`src/rtl/ula_defs_pkg.sv`:
```
// Shared ULA select codes, RV32I opcodes and decode control types for the issue stage.
package ula_defs_pkg;

  localparam int unsigned SEL_W = 4;
  localparam int unsigned OPC_W = 7;

  typedef logic [SEL_W-1:0] ula_sel_t;

  localparam ula_sel_t ULA_NONE  = 4'd0;
  localparam ula_sel_t ULA_ADD   = 4'd1;
  localparam ula_sel_t ULA_SUB   = 4'd2;
  localparam ula_sel_t ULA_SLL   = 4'd3;
  localparam ula_sel_t ULA_SLT   = 4'd4;
  localparam ula_sel_t ULA_SLTU  = 4'd5;
  localparam ula_sel_t ULA_SRL   = 4'd6;
  localparam ula_sel_t ULA_SRA   = 4'd7;
  localparam ula_sel_t ULA_XOR   = 4'd8;
  localparam ula_sel_t ULA_OR    = 4'd9;
  localparam ula_sel_t ULA_AND   = 4'd10;
  localparam ula_sel_t ULA_LUI   = 4'd11;
  localparam ula_sel_t ULA_AUIPC = 4'd12;

  localparam logic [OPC_W-1:0] OPC_OP     = 7'b0110011;
  localparam logic [OPC_W-1:0] OPC_OP_IMM = 7'b0010011;
  localparam logic [OPC_W-1:0] OPC_LUI    = 7'b0110111;
  localparam logic [OPC_W-1:0] OPC_AUIPC  = 7'b0010111;
  localparam logic [OPC_W-1:0] OPC_LOAD   = 7'b0000011;
  localparam logic [OPC_W-1:0] OPC_STORE  = 7'b0100011;
  localparam logic [OPC_W-1:0] OPC_JALR   = 7'b1100111;
  localparam logic [OPC_W-1:0] OPC_BRANCH = 7'b1100011;

  typedef enum logic [1:0] {OP1_ZERO, OP1_RS1, OP1_PC} op1_sel_e;
  typedef enum logic [1:0] {OP2_ZERO, OP2_RS2, OP2_IMM} op2_sel_e;

  typedef struct packed {
    ula_sel_t sel;
    op1_sel_e op1;
    op2_sel_e op2;
    logic     wb_en;
    logic     illegal;
  } dec_ctrl_t;

  // Shared OP / OP-IMM funct3 mapping; only OP may turn f7b5 on f3=000 into SUB.
  function automatic ula_sel_t alu_f3_sel(input logic [2:0] f3, input logic f7b5,
                                          input logic allow_sub);
    ula_sel_t s;
    case (f3)
      3'b000:  s = (allow_sub && f7b5) ? ULA_SUB : ULA_ADD;
      3'b001:  s = ULA_SLL;
      3'b010:  s = ULA_SLT;
      3'b011:  s = ULA_SLTU;
      3'b100:  s = ULA_XOR;
      3'b101:  s = f7b5 ? ULA_SRA : ULA_SRL;
      3'b110:  s = ULA_OR;
      default: s = ULA_AND;
    endcase
    return s;
  endfunction

endpackage

```
`src/rtl/ula_decode.sv`:
```
// Combinational RV32I decode into ULA select, operand-mux controls, writeback and illegal flags.
module ula_decode
  import ula_defs_pkg::*;
(
  input  logic [6:0] opcode,
  input  logic [2:0] funct3,
  input  logic       funct7b5,
  input  logic [4:0] rd,
  output dec_ctrl_t  ctrl_c
);

  logic writes_rd;

  always_comb begin
    ctrl_c    = '{sel: ULA_NONE, op1: OP1_ZERO, op2: OP2_ZERO, wb_en: 1'b0, illegal: 1'b1};
    writes_rd = 1'b1;
    case (opcode)
      OPC_OP:     ctrl_c = '{alu_f3_sel(funct3, funct7b5, 1'b1), OP1_RS1, OP2_RS2, 1'b0, 1'b0};
      OPC_OP_IMM: ctrl_c = '{alu_f3_sel(funct3, funct7b5, 1'b0), OP1_RS1, OP2_IMM, 1'b0, 1'b0};
      OPC_LUI:    ctrl_c = '{ULA_LUI, OP1_ZERO, OP2_IMM, 1'b0, 1'b0};
      OPC_AUIPC:  ctrl_c = '{ULA_AUIPC, OP1_PC, OP2_IMM, 1'b0, 1'b0};
      OPC_LOAD, OPC_JALR:
                  ctrl_c = '{ULA_ADD, OP1_RS1, OP2_IMM, 1'b0, 1'b0};
      OPC_STORE: begin
        ctrl_c    = '{ULA_ADD, OP1_RS1, OP2_IMM, 1'b0, 1'b0};
        writes_rd = 1'b0;
      end
      OPC_BRANCH: begin
        writes_rd = 1'b0;
        case (funct3[2:1])
          2'b00:   ctrl_c = '{ULA_SUB, OP1_RS1, OP2_RS2, 1'b0, 1'b0};
          2'b10:   ctrl_c = '{ULA_SLT, OP1_RS1, OP2_RS2, 1'b0, 1'b0};
          2'b11:   ctrl_c = '{ULA_SLTU, OP1_RS1, OP2_RS2, 1'b0, 1'b0};
          default: ;
        endcase
      end
      default: ;
    endcase
    ctrl_c.wb_en = !ctrl_c.illegal && writes_rd && (rd != 5'd0);
  end

endmodule

```
`src/rtl/ula_issue_stage.sv`:
```
// Issue register ahead of the ULA: decodes the instruction and holds it in a 2-entry
// skid buffer so a downstream stall never reaches decode combinationally.
module ula_issue_stage
  import ula_defs_pkg::*;
#(
  parameter int unsigned XLEN    = 32,
  parameter bit          SKID_EN = 1'b1
) (
  input  logic            clk,
  input  logic            rst_n,
  input  logic            flush,
  input  logic            in_valid,
  output logic            in_ready,
  input  logic [6:0]      in_opcode,
  input  logic [2:0]      in_funct3,
  input  logic            in_funct7b5,
  input  logic [XLEN-1:0] in_rs1_data,
  input  logic [XLEN-1:0] in_rs2_data,
  input  logic [XLEN-1:0] in_imm,
  input  logic [XLEN-1:0] in_pc,
  input  logic [4:0]      in_rd,
  output logic            out_valid,
  input  logic            out_ready,
  output logic [XLEN-1:0] data1_out,
  output logic [XLEN-1:0] data2_out,
  output logic [3:0]      select_ula,
  output logic [4:0]      out_rd,
  output logic            out_wb_en,
  output logic            out_illegal
);

  typedef struct packed {
    logic [XLEN-1:0] data1;
    logic [XLEN-1:0] data2;
    ula_sel_t        sel;
    logic [4:0]      rd;
    logic            wb_en;
    logic            illegal;
  } payload_t;

  dec_ctrl_t dec_c;
  payload_t  in_pl_c;
  payload_t  main_q, main_d, skid_q, skid_d;
  logic      main_valid_q, main_valid_d;
  logic      skid_valid_q, skid_valid_d;
  logic      rdy_q, rdy_d;
  logic      accept_c, consume_c;

  ula_decode u_decode (
    .opcode   (in_opcode),
    .funct3   (in_funct3),
    .funct7b5 (in_funct7b5),
    .rd       (in_rd),
    .ctrl_c   (dec_c)
  );

  // Operand selection happens before the registers so the ULA sees flop outputs only.
  always_comb begin
    in_pl_c         = '0;
    in_pl_c.sel     = dec_c.sel;
    in_pl_c.rd      = in_rd;
    in_pl_c.wb_en   = dec_c.wb_en;
    in_pl_c.illegal = dec_c.illegal;
    case (dec_c.op1)
      OP1_RS1: in_pl_c.data1 = in_rs1_data;
      OP1_PC:  in_pl_c.data1 = in_pc;
      default: in_pl_c.data1 = '0;
    endcase
    case (dec_c.op2)
      OP2_RS2: in_pl_c.data2 = in_rs2_data;
      OP2_IMM: in_pl_c.data2 = in_imm;
      default: in_pl_c.data2 = '0;
    endcase
  end

  // rdy_q is low only in reset; with the skid enabled it also tracks a free skid slot.
  assign in_ready  = SKID_EN ? rdy_q : (rdy_q && (!main_valid_q || out_ready));
  assign accept_c  = in_valid && in_ready && !flush;
  assign consume_c = main_valid_q && out_ready;

  always_comb begin
    main_d       = main_q;
    skid_d       = skid_q;
    main_valid_d = main_valid_q;
    skid_valid_d = skid_valid_q;
    if (flush) begin
      main_valid_d = 1'b0;
      skid_valid_d = 1'b0;
    end else if (!main_valid_q || consume_c) begin
      if (skid_valid_q) begin
        main_d       = skid_q;
        main_valid_d = 1'b1;
        skid_valid_d = 1'b0;
      end else begin
        main_valid_d = accept_c;
        if (accept_c) main_d = in_pl_c;
      end
    end else if (accept_c) begin
      skid_d       = in_pl_c;
      skid_valid_d = 1'b1;
    end
    rdy_d = SKID_EN ? !skid_valid_d : 1'b1;
  end

  always_ff @(posedge clk or negedge rst_n) begin
    if (!rst_n) begin
      main_q       <= '0;
      skid_q       <= '0;
      main_valid_q <= 1'b0;
      skid_valid_q <= 1'b0;
      rdy_q        <= 1'b0;
    end else begin
      main_q       <= main_d;
      skid_q       <= skid_d;
      main_valid_q <= main_valid_d;
      skid_valid_q <= skid_valid_d;
      rdy_q        <= rdy_d;
    end
  end

  assign out_valid   = main_valid_q;
  assign data1_out   = main_q.data1;
  assign data2_out   = main_q.data2;
  assign select_ula  = main_q.sel;
  assign out_rd      = main_q.rd;
  assign out_wb_en   = main_q.wb_en;
  assign out_illegal = main_q.illegal;

endmodule

```
`config.mk`:
```
export PLATFORM = sky130hd
export DESIGN_NAME = ula_issue_stage
export DESIGN_NICKNAME = d
export VERILOG_FILES = /design/src/rtl/ula_defs_pkg.sv /design/src/rtl/ula_decode.sv /design/src/rtl/ula_issue_stage.sv
export SDC_FILE = /design/constraint.sdc
export NUM_CORES = 1
export LEC_CHECK = 0
export CAP_MARGIN = 20
export CELL_PAD_IN_SITES_DETAIL_PLACEMENT = 0
export CELL_PAD_IN_SITES_GLOBAL_PLACEMENT = 1
export CORE_MARGIN = 2
export CORE_UTILIZATION = 30
export DETAILED_ROUTE_END_ITERATION = 8
export PLACE_DENSITY = 0.76
export SLEW_MARGIN = 15
export SYNTH_ARGS = -nofsm -noshare
export SYNTH_HDL_FRONTEND = slang
export SYNTH_SLANG_ARGS = --single-unit
```
`constraint.sdc`:
```
create_clock -name clk -period 2.35 [get_ports clk]
set_clock_uncertainty 0.05 [all_clocks]
set_input_delay 0.3525 -clock clk [delete_from_list [all_inputs] [get_ports clk]]
set_output_delay 0.3525 -clock clk [all_outputs]
set_load 0.05 [all_outputs]
```
After elaboration in Yosys (flattened, before gate mapping)
Index checks and enable logic that the tools add are counted.
{"block": "op_classes", "eq_ne": 20, "n_mux": 17, "n_bitwise": 2, "n_reduce_logical": 19}
{"operator": "$mux 75", "count": 2}
{"operator": "$pmux 32 s2", "count": 2}
{"operator": "$pmux 10 s6", "count": 1}
{"operator": "$pmux 4 s7", "count": 2}
{"operator": "$pmux 9 s3", "count": 1}
{"operator": "$eq 7x6->1 const B", "count": 3}
{"operator": "$eq 7x5->1 const B", "count": 2}
{"operator": "$eq 7x7->1 const B", "count": 2}
{"operator": "$eq 3x3->1 const B", "count": 3}
{"operator": "$eq 2x2->1 const B", "count": 4}
{"operator": "$mux 1", "count": 8}
{"operator": "$eq 7x2->1 const B", "count": 1}
{"operator": "$eq 3x2->1 const B", "count": 2}
{"operator": "$reduce_and 3->1", "count": 2}
{"operator": "$logic_and 1x1->1", "count": 5}
{"operator": "$reduce_bool 5->1", "count": 1}
{"operator": "$eq 2x1->1 const B", "count": 2}
{"operator": "$logic_not 1->1", "count": 4}
{"operator": "$reduce_bool 2->1", "count": 2}
{"operator": "$eq 3x1->1 const B", "count": 1}
{"operator": "$logic_not 3->1", "count": 1}
{"operator": "$reduce_or 3->1", "count": 1}
{"operator": "$logic_not 2->1", "count": 1}
{"operator": "$mux 2", "count": 1}
{"operator": "other kinds (3)", "count": 4}
{"block": "totals", "register_bits": 153, "inputBits": 149, "out_inout_bits": 77, "wordCells": 73}

Depth between registers and ports, before layout
Gate-level depths: netlist of run 1.
{"block": "logic_depth", "depth_word": 8, "mapped_depth": 12, "ltp_nobuf": 10}

Cells and area by module
Synthesis of run 1 repeated with hierarchy kept, for this count alone.
{"block": "hier_totals", "hier_cells": 696, "hier_area_um2": 8034.0}
{"mod": "ula_issue_stage", "instances": 1, "cells_per_inst": 644, "area_each_um2": 7716.2}
{"mod": "ula_decode", "instances": 1, "cells_per_inst": 52, "area_each_um2": 317.8}

Worst setup path before layout of run 1
OpenSTA, ideal clock, no wires.
{"block": "synth_timing", "kind": "input to register", "from": "input port in_opcode[4]", "to": "register main_q (netlist bit data2_out[0])", "setup_ns": 0.134, "t_arrival_ns": 2.222, "required_time_ns": 2.166, "path_slack_ns": -0.056, "stages": 10, "cell_sequence": "clkbuf_1 mux2_2 o21ai_0 nand2_1 ha_1 clkbuf_1 buf_1 nor3_1 a21oi_1 o21ai_0"}
{"block": "synth_via", "elab_chain_len": 7, "word_cells_on_any_way": 15}
{"item": "start, declared", "line": "ula_issue_stage.sv:14", "source": "input logic [6:0] in_opcode,"}
{"item": "$eq 7x2->1, or another cell as far along", "line": "ula_decode.sv:17", "source": "case (opcode)"}
{"item": "$reduce_or 3->1 (no line)"}
{"item": "$pmux 10 s6 (*)", "line": "ula_decode.sv:17"}
{"item": "$eq 2x2->1 or $eq 2x1->1 (tied branches)", "line": "ula_issue_stage.sv:69", "source": "case (dec_c.op2)"}
{"item": "$pmux 32 s2 (*)", "line": "ula_issue_stage.sv:69"}
{"item": "$mux 75 (*)", "line": "ula_issue_stage.sv:96", "source": "if (accept_c) main_d = in_pl_c;"}
{"item": "$mux 75 (*)", "line": "ula_issue_stage.sv:90", "source": "if (skid_valid_q) begin"}
{"item": "end signal, assigned", "line": "ula_issue_stage.sv:113", "source": "main_q <= main_d;"}
{"item": "end, declared", "line": "ula_issue_stage.sv:43", "source": "payload_t main_q, main_d, skid_q, skid_d;"}
Every way passes the cells marked *; elsewhere a longest branch is shown, timed or not. The select of a mux whose other input is x is not followed.
A chain may end at the register's enable or synchronous reset.

Worst setup path in the final report of run 1
{"block": "layout_timing", "from": "input port in_funct3[2]", "to": "register main_q (netlist bit data2_out[18])"}
{"block": "layout_via", "elab_chain_len": 7, "word_cells_on_any_way": 10}
{"item": "start, declared", "line": "ula_issue_stage.sv:15", "source": "input logic [2:0] in_funct3,"}
{"item": "$eq 2x2->1 or $logic_not 2->1 (tied branches)", "line": "ula_decode.sv:30", "source": "case (funct3[2:1])"}
{"item": "$pmux 9 s3 (*)", "line": "ula_decode.sv:30"}
{"item": "$pmux 10 s6 (*)", "line": "ula_decode.sv:17"}
{"item": "$eq 2x2->1 or $eq 2x1->1 (tied branches)", "line": "ula_issue_stage.sv:69"}
{"item": "$pmux 32 s2 (*)", "line": "ula_issue_stage.sv:69"}
{"item": "$mux 75 (*)", "line": "ula_issue_stage.sv:96"}
{"item": "$mux 75 (*)", "line": "ula_issue_stage.sv:90"}
Marked as above.

==> results of run 1 <==
[report_power, final]
part	switching, mW	internal (mW)	total (mW)
logic	0.420	0.419	0.839
registers	0.0324	2.69	2.73
clock network	1.22	1.43	2.65
total	1.67	4.54	6.21
[cell type report]
| class | count | area (sq um) |
|---|---|---|
| clock buffer | 18 | 439 |
| timing repair buffer | 323 | 3220 |
| sequential | 153 | 3830 |
| multi-input combinational | 564 | 3290 |
| clock inverter | 14 | 125 |
| inverter | 5 | 18.8 |
| tap | 324 | 405 |
| fill | 2306 | 12800 |
[cell usage after synthesis, types with 2 or more instances]
cell type  count
nor3b_1        2
buf_2          9
mux2_2         9
mux2i_1        7
a21oi_1       73
clkbuf_1      58
a221oi_1       2
nor2_1        10
and3b_1        2
inv_1          5
o21ai_0       81
nand4b_1       2
nor3_1        67
nand2b_1       8
o31ai_1       65
buf_1          8
dfrtp_1      153
buf_6          2
nor2b_1        6
nand2_1      145
ha_1           4
and3_1         3
a22oi_1       64
[critical path, stage by stage]
cell and delay (ns):
clkdlybuf4s50_1 0.54, nor2b_1 0.09, o21ai_0 0.17, and3_1 0.21, inv_1 0.09, ha_4 0.20, clkbuf_16 0.19, a22oi_1 0.29
nor3_1 0.09, a21oi_1 0.14, o21ai_0 0.09
[sequential cells by signal (all words and copies together) (netlist names)]
name	cells
data2_out	32
data1_out	32
out_wb_en	1
in_ready	1
select_ula	4
out_rd	5
skid_valid_q	1
out_illegal	1
out_valid	1
skid_q	75
[per-layer routing]
layer	GRT usage, %	routed length (microns)	vias to the layer above
met5	0	0	-
met4	3.73	171	0
met3	5.19	1460	11
met2	28.4	10200	171
met1	21.8	9990	3264
li1	-	-	3436
[worst paths after layout]
| path | end | slack (ns) |
|---|---|---|
| max | data2_out[18] | 0.15 |
| min | data2_out[24] | 0.42 |
| max reg2reg | data2_out[27] | 0.60 |
| min reg2reg | data2_out[24] | 0.42 |
| max in group asynchronous | skid_q[40] | 1.12 |
| min in group asynchronous | data2_out[15] | 0.43 |
[timing repair]
item / in CTS / in global routing
buffers inserted: 0 / 0
hold buffers: 1 / 0
gates resized for setup: 0 / 43
setup endpoints to repair: 0 / 89
endpoints found under the hold margin: 52 / 0
[metrics by stage]
step,cell area (sq um),hold WS (ns),std cells,util [%]
floorplan,7330,0.00691,800,-
global placement,10600,0.315,1366,43.7
detailed placement,10600,0.322,1366,43.7
CTS,11200,0.431,1399,46.1
global route,11300,0.442,1401,46.9
finish,11300,0.424,1401,46.9
[cells by family after synthesis]
kind of cell    synth area share [%]
fa+ha+maj                      0.683
mux                             2.34
simple gates                    15.2
buf+inv                         4.66
flops                           52.2
compound gates                  24.9
==> metrics.txt, run 1 <==
global-route wire length before repair=35600 microns; Worst R2R Start=skid_valid_q; fin. max-slew vios=0; number of DRC markers after the initial detailed-route iteration=~370; ys flop type=dfrtp_1; setup ws final=0.146 ns; net count after synthesis=about 950; largest net degree at the start of global routing=145; Slew headroom=53.2%; max-cap check violation count=0; Mapped Avg Cell Area=9.16 sq um; CTS buffer count=17; CORE AREA=24200 sq um; top cell type's share of synthesized area=between 50% and 60%; Initial Utilization=30.3%; initial antenna violation count=0; Crit Path Category=in -> reg; die area=~26000 sq um; detailed placer's ending HPWL=between 10000 and 15000 microns; reg2reg path depth=4; VDD IR max=around 0.41 mV; critical path data arrival time=2.44 ns; cell taking the most area after synthesis=dfrtp_1; Final nets=~1200; CTS HTree Levels=4; Ports=about 230; P per Cell Area=548 nW/um^2; final setup violation count=0; min cycle time layout=2.20 ns; via count=6882; Area Growth Syn to Fin=54.6%; commonest non-fill, non-tap cell in the layout=clkdlybuf4s50_1; vias in the first global route=6798; WHS Path Cells=2; antenna-violating nets left=0; RSZ-0062 raised after global routing=yes; Mapped Cells=800; drt wl/cell=15.6 microns; post-synthesis sequential area ratio=52.2%; Leak=between 4 and 5 nW; hold crit path type=reg -> reg; Setup crit start=in_funct3[2]; clk_lat worst skew=~0.42 ns; Buffers on Ports=225; Critical Path Start Type=input pin; CTS Root Cell=clkbuf_16; Ant. Diodes=0; critical path required time=~2.6 ns; Hold Crit Start=data2_out[24]; Overflow after GRT=0; chip width=160 microns; maximum buffer depth of the clock tree=2; Die Span Y=160 microns; DR vias/cell=4.91; CTS Sinks=approximately 150; top post-synthesis cells by area=dfrtp_1 (52%), nand2_1 (7.4%), o31ai_1 (6.7%); synthesized area=about 7300 sq um; Tot Pwr=6.21 mW; Pre-Repair DR Iteration Count=4; Slew @ Worst Pin=0.703 ns; Final GP Congestion=0.772; most frequent cells in the layout=clkdlybuf4s50_1 (220), dfrtp_1 (152), nand2_1 (145), buf_4 (80), a21oi_1 (73); post-route clock period utilization=93.8%; Post-synth EDFFs=0; fmax=454 MHz; GRT Overall Usage=between 10% and 20%; share of cells above drive strength 1=15.4%; #FFs+latches synth=153; outcome=finished clean; CP Capture Type=flop; final hold violations=0; Sum Neg Setup Slack=0 ns; Yosys warning count=0; post-synth cell types=38; crit-path max FO=16; row cnt=57; asr flop ratio synth=between 90% and 100%; Residual DRC=0; pre-CTS WS=-0.382 ns; CTS tree=done; total wire length=21800 microns; Clock Pin Slew Worst Setup and Hold Paths=0.07 ns
(Power assumes the default switching activity.)
==> inputs of run 2 (changes only) <==
PLACE_DENSITY = 0.72   (was 0.76)
SYNTH_HIERARCHICAL = 1   (was not set)
==> metrics.txt, run 2 <==
Clock Pin Slew Worst Setup and Hold Paths=0.07 ns (about the same); min cycle time layout=2.28 ns (was 2.20 ns); net count after synthesis=849 (was 953); delay-heaviest family, CP=buffers and inverters (unchanged); initial antenna violation count=0 (unchanged); CORE AREA=26200 sq um (was 24200 sq um); share of cells above drive strength 1=29.7% (was 15.4%); CTS Sinks=153 (unchanged); P per Cell Area=539 nW/um^2 (was 548 nW/um^2); number of flip-flops in the largest register=75 (unchanged); vias in the first global route=6374 (was 6798); #FFs+latches synth=153 (unchanged); critical path data arrival time=2.52 ns (was 2.44 ns); global-route wire length before repair=34900 microns (was 35600 microns); clk_lat worst skew=0.42 ns (about the same); Sum Neg Setup Slack=0 ns (unchanged); drt wl/cell=17.3 microns (was 15.6 microns); Final GP Congestion=0.799 (was 0.772); crit-path max FO=19 (was 16); top post-synthesis cells by count=dfrtp_1 (153), mux2_2 (81), nand2_1 (68), nor2_1 (68), o31ai_1 (65) (was dfrtp_1 (153), nand2_1 (145), o21ai_0 (81)); top post-synthesis cells by area=dfrtp_1 (48%), mux2_2 (11%), mux2_4 (9.3%) (was dfrtp_1 (52%), nand2_1 (7.4%), o31ai_1 (6.7%)); fin. max-slew vios=0 (unchanged); GRT Overall Usage=15.7% (was 17.0%); most frequent cell after synthesis=dfrtp_1 (unchanged); antenna-violating nets left=0 (unchanged); most frequent cells in the layout=clkdlybuf4s50_1 (220), dfrtp_1 (152), mux2_2 (81), nand2_1 (68), nor2_1 (66) (was clkdlybuf4s50_1 (220), dfrtp_1 (152), nand2_1 (145), buf_4 (80), a21oi_1 (73)); worst path cell trace=clkdlybuf4s50_1 > nand2_1 > or2_4 > nor3_4 > buf_4 > inv_1 > ha_1 > buf_4 > a22oi_2 > nor2_1 > mux2_1 (was clkdlybuf4s50_1 > nor2b_1 > o21ai_0 > and3_1 > inv_1 > ha_4 > clkbuf_16 > a22oi_1 > nor3_1 > a21oi_1 > o21ai_0); Slew @ Worst Pin=0.652 ns (was 0.703 ns); total wire length=22100 microns (was 21800 microns); Crit Path Category=in -> reg (unchanged); asr flop ratio synth=100% (unchanged); CTS tree=done (unchanged); Yosys warning count=6 (was 0); Final nets=1085 (was 1217); critical path's largest stage delay=0.46 ns (was 0.54 ns); RSZ-0062 raised after global routing=yes (unchanged); Buffers on Ports=225 (unchanged); commonest non-fill, non-tap cell in the layout=clkdlybuf4s50_1 (unchanged); number of DRC markers after the initial detailed-route iteration=316 (was 374); post-route clock period utilization=96.9% (was 93.8%); post-synthesis sequential area ratio=47.7% (was 52.2%); Overflow after GRT=0 (unchanged); CTS buffer count=17 (unchanged); Residual DRC=0 (unchanged); CTS Root Cell=clkbuf_16 (unchanged); WP buf/inv=4 (was 3); critical path required time=2.60 ns (was 2.59 ns); via count=6290 (was 6882); Critical Path Slowest Stage Cell=clkdlybuf4s50_1 (unchanged); Slew headroom=56.5% (was 53.2%); Die Span Y=168 microns (was 160 microns); fmax=439 MHz (was 454 MHz); post-layout util=45.4% (was 46.9%); hold crit path type=in -> async (was reg -> reg); Ports=226 (unchanged); chip width=168 microns (was 160 microns); top cell type's share of synthesized area=47.7% (was 52.2%); synthesized area=8030 sq um (was 7330 sq um); VDD IR max=0.456 mV (was 0.408 mV); Leak=4.94 nW (was 4.45 nW); Area Growth Syn to Fin=48.1% (was 54.6%); Initial Utilization=30.7% (was 30.3%); Ant. Diodes=0 (unchanged); row cnt=59 (was 57); Mapped Cells=696 (was 800); Post-synth EDFFs=0 (unchanged); final hold violations=0 (unchanged); outcome=finished clean (unchanged); max-cap check violation count=0 (unchanged); cell taking the most area after synthesis=dfrtp_1 (unchanged); largest net degree at the start of global routing=83 (was 145); Pre-Repair DR Iteration Count=4 (unchanged); DR vias/cell=4.91 (about the same); maximum buffer depth of the clock tree=2 (unchanged); Mapped Avg Cell Area=11.5 sq um (was 9.16 sq um); die area=28100 sq um (was 25700 sq um); CP Capture Type=flop (unchanged); ys flop type=dfrtp_1 (unchanged); Critical Path Start Type=input pin (unchanged); detailed placer's ending HPWL=15000 microns (was 14600 microns); Most flops, register=skid_q (unchanged); Tot Pwr=6.41 mW (was 6.21 mW); final setup violation count=0 (unchanged); post-synth cell types=43 (was 38); CTS HTree Levels=4 (unchanged); Critical Path Most Common Cell=buf_4 (was o21ai_0)
run 2: cell types whose count changed in the layout (fill, tap and decap cells not counted), moves of 14 or more:
cell     before  now
o21ai_1      15    1
o21ai_0      66    0
a22oi_2      17   47
nor2_1        9   66
mux2_1        0   30
a22oi_1      47   17
nand2_1     145   68
nor3_1       64    1
buf_4        80   34
mux2_2        9   81
mux2_4        0   50
a21oi_1      73    6
run 2: path summary, 6_finish.rpt:
| kind | from | to | slack, ns | cells after the start |
|---|---|---|---|---|
| worst max register to register | skid_valid_q | select_ula[0] | 0.51 | 3 |
| worst min register to register | skid_q[26] | skid_q[26] | 0.44 | 1 |
| worst max-delay path | in_opcode[1] | skid_q[65] | 0.07 | 11 |
| min in group clk | skid_q[26] | skid_q[26] | 0.44 | 1 |
| worst min-delay path | rst_n | data2_out[8] | 0.41 | 2 |
| max in group asynchronous | rst_n | skid_q[48] | 1.19 | 3 |
run 2: layer usage:
| layer | part of all wire, % | vias to the layer above | track usage (%) |
|---|---|---|---|
| met5 | 0 | - | 0 |
| met4 | 0.53 | 0 | 3.21 |
| met3 | 6.6 | 5 | 4.73 |
| met2 | 46 | 178 | 25.0 |
| met1 | 47 | 3099 | 21.1 |
| li1 | - | 3008 | - |
run 2: stage by stage:
stage / worst slack (ns) / std cells / area [sq um] / hold slack [ns]
4_1_cts: -0.00213 / 1279 / 11600 / 0.423
5_1_grt: -0.0159 / 1280 / 11900 / 0.445
3_3_place_gp: -0.625 / 1246 / 11000 / 0.308
2_1_floorplan: 0.0491 / 696 / 8030 / 0.00691
3_5_place_dp: -0.619 / 1246 / 11000 / 0.309
6_report: 0.0726 / 1280 / 11900 / 0.415
run 2: logic make-up after synthesis:
group	Yosys count	synth area share, %
simple gates	161	8.53
fa+ha+maj	4	0.623
flops	153	47.7
buf+inv	69	4.64
mux	162	25.0
compound gates	147	13.5
run 2: cell type report:
type | instances | area (sq um)
Fill cell | 2408 | 14300
Multi-Input combinational cell | 474 | 4140
Sequential cell | 153 | 3830
Timing Repair Buffer | 279 | 2900
Clock buffer | 17 | 425
Tap cell | 335 | 419
Clock inverter | 15 | 155
Inverter | 7 | 26.3
run 2: power breakdown:
part | internal, mW | switching, mW | total, mW
Clock | 1.51 | 1.28 | 2.80
Combinational | 0.467 | 0.422 | 0.889
Sequential | 2.69 | 0.0312 | 2.72
Total | 4.67 | 1.74 | 6.41
run 2: repair_timing:
item	CTS	global route
gates cloned	0	1
setup buffers	0	0
pin swaps	4	6
resized for setup	14	50
endpoints found under the hold margin	47	0
hold buffers	1	0
setup endpoints to repair	48	124
